==> src/rtl/imem_boot_pkg.sv <==
// Shared types and constants for the instruction-memory boot loader.
// Imported by the loader top and its word packer.
package imem_boot_pkg;

   typedef enum logic [2:0] {
      ST_IDLE,
      ST_LEN0,
      ST_LEN1,
      ST_DATA,
      ST_CHECK,
      ST_DONE,
      ST_ERROR
   } boot_state_t;

   localparam int         BYTES_PER_WORD = 4;
   localparam logic [7:0] CKSUM_INIT     = 8'h00;

endpackage

==> src/rtl/imem_boot_loader_packer.sv <==
// Packs four LSB-first bytes into one 32-bit word.
// Emits a registered one-cycle valid when the fourth byte lands.
module boot_word_packer
   import imem_boot_pkg::*;
(
   input  logic        clk,
   input  logic        rst_n,
   input  logic        clr_i,
   input  logic        byte_vld_i,
   input  logic [7:0]  byte_i,
   output logic        last_o,
   output logic        word_vld_o,
   output logic [31:0] word_o
);

   localparam logic [1:0] LAST_LANE = 2'(BYTES_PER_WORD - 1);

   logic [1:0]  lane_q;
   logic [23:0] shr_q;
   logic        vld_q;
   logic [31:0] word_q;

   assign last_o     = (lane_q == LAST_LANE);
   assign word_vld_o = vld_q;
   assign word_o     = word_q;

   // Shift bytes in from the top; the word register holds between pulses.
   always_ff @(posedge clk) begin
      if (!rst_n) begin
         lane_q <= '0;
         shr_q  <= '0;
         vld_q  <= 1'b0;
         word_q <= '0;
      end else begin
         vld_q <= 1'b0;
         if (clr_i) begin
            lane_q <= '0;
         end else if (byte_vld_i) begin
            lane_q <= lane_q + 2'd1;
            shr_q  <= {byte_i, shr_q[23:8]};
            if (last_o) begin
               vld_q  <= 1'b1;
               word_q <= {byte_i, shr_q};
            end
         end
      end
   end

endmodule

==> src/rtl/imem_boot_loader.sv <==
// Boot loader: length-prefixed, XOR-checked byte stream into imem.
// Holds the core in reset until the image has loaded and verified.
module imem_boot_loader
   import imem_boot_pkg::*;
#(
   parameter int DEPTH = 1024,
   parameter int AW    = 10
) (
   input  logic          clk,
   input  logic          rst_n,
   input  logic          boot_req,
   input  logic          in_valid,
   input  logic [7:0]    in_data,
   output logic          in_ready,
   output logic          imem_we,
   output logic [AW-1:0] imem_addr,
   output logic [31:0]   imem_wdata,
   output logic          core_rst_n,
   output logic          busy,
   output logic          done,
   output logic          error
);

   boot_state_t   state_q, state_d;
   logic [15:0]   len_q;
   logic [AW:0]   widx_q;
   logic [7:0]    cks_q;
   logic [AW-1:0] addr_q;
   logic          xfer;
   logic          data_xfer;
   logic          last_byte;
   logic          last_word;
   logic          enter_len0;
   logic [15:0]   len_full;

   assign in_ready = (state_q == ST_LEN0) | (state_q == ST_LEN1) |
                     (state_q == ST_DATA) | (state_q == ST_CHECK);
   assign busy       = in_ready;
   assign done       = (state_q == ST_DONE);
   assign error      = (state_q == ST_ERROR);
   assign core_rst_n = done;
   assign imem_addr  = addr_q;

   assign xfer      = in_valid & in_ready;
   assign data_xfer = xfer & (state_q == ST_DATA);
   assign len_full  = {in_data, len_q[7:0]};
   assign last_word = ((16'(widx_q) + 16'd1) == len_q);

   boot_word_packer u_packer (
      .clk        (clk),
      .rst_n      (rst_n),
      .clr_i      (enter_len0),
      .byte_vld_i (data_xfer),
      .byte_i     (in_data),
      .last_o     (last_byte),
      .word_vld_o (imem_we),
      .word_o     (imem_wdata)
   );

   // State register.
   always_ff @(posedge clk) begin
      if (!rst_n) state_q <= ST_IDLE;
      else        state_q <= state_d;
   end

   // Next-state decode; boot_req only counts outside a load.
   always_comb begin
      state_d    = state_q;
      enter_len0 = 1'b0;
      unique case (state_q)
         ST_IDLE, ST_DONE, ST_ERROR: begin
            if (boot_req) begin
               state_d    = ST_LEN0;
               enter_len0 = 1'b1;
            end
         end
         ST_LEN0: if (xfer) state_d = ST_LEN1;
         ST_LEN1: begin
            if (xfer) begin
               if (len_full > 16'(DEPTH))  state_d = ST_ERROR;
               else if (len_full == 16'd0) state_d = ST_CHECK;
               else                        state_d = ST_DATA;
            end
         end
         ST_DATA: begin
            if (data_xfer && last_byte && last_word) state_d = ST_CHECK;
         end
         ST_CHECK: begin
            if (xfer) state_d = (in_data == cks_q) ? ST_DONE : ST_ERROR;
         end
         default: state_d = ST_IDLE;
      endcase
   end

   // Length capture, running XOR and word index / write address.
   always_ff @(posedge clk) begin
      if (!rst_n) begin
         len_q  <= '0;
         widx_q <= '0;
         cks_q  <= CKSUM_INIT;
         addr_q <= '0;
      end else begin
         if (enter_len0) begin
            widx_q <= '0;
            cks_q  <= CKSUM_INIT;
         end
         if (xfer && state_q == ST_LEN0) len_q[7:0]  <= in_data;
         if (xfer && state_q == ST_LEN1) len_q[15:8] <= in_data;
         if (data_xfer) begin
            cks_q <= cks_q ^ in_data;
            if (last_byte) begin
               addr_q <= widx_q[AW-1:0];
               widx_q <= widx_q + 1'b1;
            end
         end
      end
   end

endmodule

==> config.mk <==
export PLATFORM = sky130hd
export DESIGN_NAME = imem_boot_loader
export DESIGN_NICKNAME = d
export VERILOG_FILES = /design/src/rtl/imem_boot_pkg.sv /design/src/rtl/imem_boot_loader_packer.sv /design/src/rtl/imem_boot_loader.sv
export SDC_FILE = /design/constraint.sdc
export NUM_CORES = 1
export LEC_CHECK = 0
export CAP_MARGIN = 5
export CORE_MARGIN = 5
export CORE_UTILIZATION = 62
export CTS_BUF_LIST = sky130_fd_sc_hd__clkbuf_4
export CTS_CLUSTER_DIAMETER = 40
export DETAILED_ROUTE_END_ITERATION = 7
export PLACE_DENSITY = 0.9
export SLEW_MARGIN = 20
export SYNTH_ARGS = -nofsm -noshare
export SYNTH_HDL_FRONTEND = slang
export SYNTH_SLANG_ARGS = --single-unit
==> constraint.sdc <==
create_clock -name clk -period 3.2 [get_ports clk]
set_clock_uncertainty 0.2 [all_clocks]
set_input_delay 0.8 -clock clk [delete_from_list [all_inputs] [get_ports clk]]
set_output_delay 0.8 -clock clk [all_outputs]
set_load 0.005 [all_outputs]
==> key figures <==
Outcome
  • Status: complete, no violations

Pwr
  • Cell Pwr Density: around 470 nW/µm²
  • Leakage: between 1.5 and 2 nW
  • Max IR drop VDD: 0.377 mV
  • Total Power: 2.75 mW

Final layout
  • Fill cells: 565
  • Area growth syn-to-layout: 15.6%
  • Antenna diodes: 0
  • Layout cells sized above 1: 0.0808
  • Nets: 665

Timing
  • Setup TNS: 0 ns
  • Fin crit period: just over 3 ns
  • Setup violations, final: 0
  • Final worst path period share: 0.947
  • Max Clock Freq: 0.330 GHz
  • Final Hold Fails: 0
  • Worst-Margin Slew: between 0.6 and 0.7 ns
  • Setup repair after global routing missed its margin: false
  • Final WS setup: about 0.17 ns
  • Max-slew headroom: 0.599
  • Pins Over Slew Limit: 0

Clock network
  • Hold-fix buffers at CTS: 0
  • Post-CTS setup buffers: 0
  • Clock buffer depth: 2
  • CTS resizes: 0
  • Clk_lat worst skew: approximately 0.47 ns
  • CTS Sinks: around 110
  • Worst-path clk slew: roughly 0.16 ns
  • Root buffer cell: clkbuf_4
  • CTS tree: built
  • Cts bufs inserted: 9
  • H-tree Lvls: 3

Min path
  • Hold path depth: 2
  • Hold Crit Endpoint: u_packer.word_o[13]
  • Hold path start: u_packer.word_o[13]
  • Hold WC Path Type: reg2reg

Drt
  • Vias per Instance: 5.76
  • Via Count: 4367
  • Final ANT Viol Nets: 0
  • Pre-antenna DRT Iters: 7
  • Total Wirelength: around 12 mm
  • Violation count after the first detailed-route iteration: between 300 and 400
  • Remaining DRCs: 0
  • Post-DR wirelength/cell: about 15 µm

Yosys
  • Adder-cell share of the synthesized area: 0.00698
  • Main combinational cell family by area after synthesis: simple AND/OR/NAND/NOR gates
  • Post-synth cell types: 64
  • Commonest cells in the netlist: 164 x nand2_1, 107 x dfxtp_1, 84 x a21boi_0, 31 x clkbuf_1, 29 x o21ai_0
  • Syn_nets: approximately 630
  • EDFF count, synth: 0
  • Xor/xnor cell area share of the yosys netlist: 0.0352
  • Share of the synthesized area in the top cell type: 0.427
  • Post-synthesis instance total: 612
  • Top post-synthesis cells by area: dfxtp_1 43%, a21boi_0 13%, nand2_1 12%
  • Mean post-synth cell area: around 8 µm²
  • Synth area leader: dfxtp_1
  • Synth Area in Compound Gates: 0.223
  • Sequential share of the synthesized area: 0.427
  • Count leader, synth: nand2_1
  • Mux share of post-synthesis cell area: 0.0200
  • Number of synthesized register bits: 107
  • Synth async-reset ratio: 0
  • Post-synth top flop: dfxtp_1
  • Post-Syn Area: 5020 µm²
  • Warnings, synthesis: 0
  • Post-synthesis simple-gate area fraction: 0.233

Worst setup path
  • FF-to-FF Start: widx_q[0]
  • Slowest cell on the critical path: dfxtp_1
  • CP Launch Type: flip-flop
  • Critical path type: reg2out
  • Family with the most delay on the worst path: buffers and inverters
  • Critical path buffers and inverters: 2
  • Crit path required time: about 2.2 ns
  • R2r worst-path depth: 7
  • Worst reg2reg setup slack: approximately 0.48 ns
  • Critical-path cell list: inv_1 -> and3_1 -> clkdlybuf4s50_1
  • Crit path capture type: output port
  • WP data arrival: about 2.0 ns
  • Reg-to-reg endpoint: state_q[1]
  • CP Max Fanout: 16
  • CP peak stage delay: between 0.6 and 0.7 ns

Die
  • Die area: around 10000 µm²
  • Cell Rows: 32
  • CORE AREA: between 7000 and 8000 µm²
  • I/O pin cnt: 60
  • Initial Util: 0.642
  • Die W: 99.9 µm
  • Chip Height: approximately 100 µm

Flow run
  • Max Cap Violations: 0

Place
  • Pre-CTS setup slack: between 0.08 and 0.09 ns
  • Hpwl dp: a little over 8 mm
  • Routability cong.: 0.898
  • Buffers on Ports: around 60

GRT
  • GRT Total Usage: 0.238
  • Initial antenna violation count: 0
  • Largest net degree at the start of global routing: 91
  • Total gr overflow: 0
  • Vias in the first global route: 4089
  • First-pass GRT wire length: a little under 20 mm
[worst register-to-register path, cell delays in order, from the launching register on]
cell and delay, ns:
dfxtp_1 0.59, ha_1 0.41, nand3_1 0.23, or3_1 0.42, o21ai_0 0.11, a22oi_1 0.15, o31ai_2 0.34, a31oi_1 0.14
[cells in the final DEF (no fill, tap or decap), types with 3 or more instances in the layout]
cell type / n
nor4_1: 3
clkbuf_4: 9
dfxtp_1: 106
a21oi_1: 12
and3_1: 4
inv_1: 12
o22ai_1: 4
nor3_1: 8
a21boi_0: 84
mux2i_1: 10
o21ai_0: 29
or4_1: 3
nand2b_1: 6
clkdlybuf4s50_1: 58
nand2_1: 164
or2_2: 3
nand4_1: 3
nor2_1: 19
buf_4: 16
xnor2_1: 12
nand3_1: 11
nor2b_1: 12
xor2_1: 5
or3_1: 4
[routing by layer]
layer  GRT usage  vias up  share of wire
met5           0        -              0
met4      0.0693        0          0.017
met3      0.0556       21          0.057
met2       0.382      135           0.48
met1       0.322     2054           0.45
li1            -     2157              -
[power by group]
group / internal [mW] / switching (mW)
Clock: 0.253 / 0.476
Sequential: 1.37 / 0.0940
Combinational: 0.259 / 0.291
[logic make-up after synthesis]
kind of cell    after synthesis
compound gates              159
xor+xnor                     18
simple gates                255
mux                          10
fa+ha+maj                     3
buf+inv                      60
flops                       107
[worst max-delay path by stage]
| stage | from | endpoint | slack (ns) | cells past startpoint |
|---|---|---|---|---|
| after floorplan | in_data[0] | state_q[0] | 0.97 | 6 |
| after global placement | in_valid | widx_q[4] | 0.21 | 7 |
| after detailed placement | in_valid | widx_q[4] | 0.09 | 7 |
| after CTS | state_q[0] | in_ready | 0.08 | 3 |
| after global routing | state_q[1] | core_rst_n | 0.01 | 3 |
| final | state_q[1] | core_rst_n | 0.17 | 3 |
[state kept, by name, summed over array words and instances (netlist names), 2 cells and up]
register         flops
u_packer.lane_q      2
imem_addr           10
widx_q              11
state_q              3
len_q               16
u_packer.word_o     32
cks_q                8
u_packer.shr_q      24
[final cells by class]
cell class | instances | area (µm²) | share of cell area
Multi-Input combinational cell | 445 | 2600 | 0.449
Tap cell | 102 | 128 | 0.0220
Inverter | 12 | 45.0 | 0.00777
Clock buffer | 9 | 67.6 | 0.0117
Timing Repair Buffer | 76 | 726 | 0.125
Clock inverter | 7 | 85.1 | 0.0147
Sequential cell | 107 | 2140 | 0.370
[per-stage QoR]
stage	util	cell area, µm²	std cells	hold WS [ns]
after floorplan	-	5020	612	0.238
after global placement	0.723	5640	742	0.246
after detailed placement	0.723	5640	742	0.255
after CTS	0.742	5800	758	0.276
after global routing	0.742	5800	758	0.299
final	0.742	5800	758	0.273
Power figures use the tool's default switching activity.
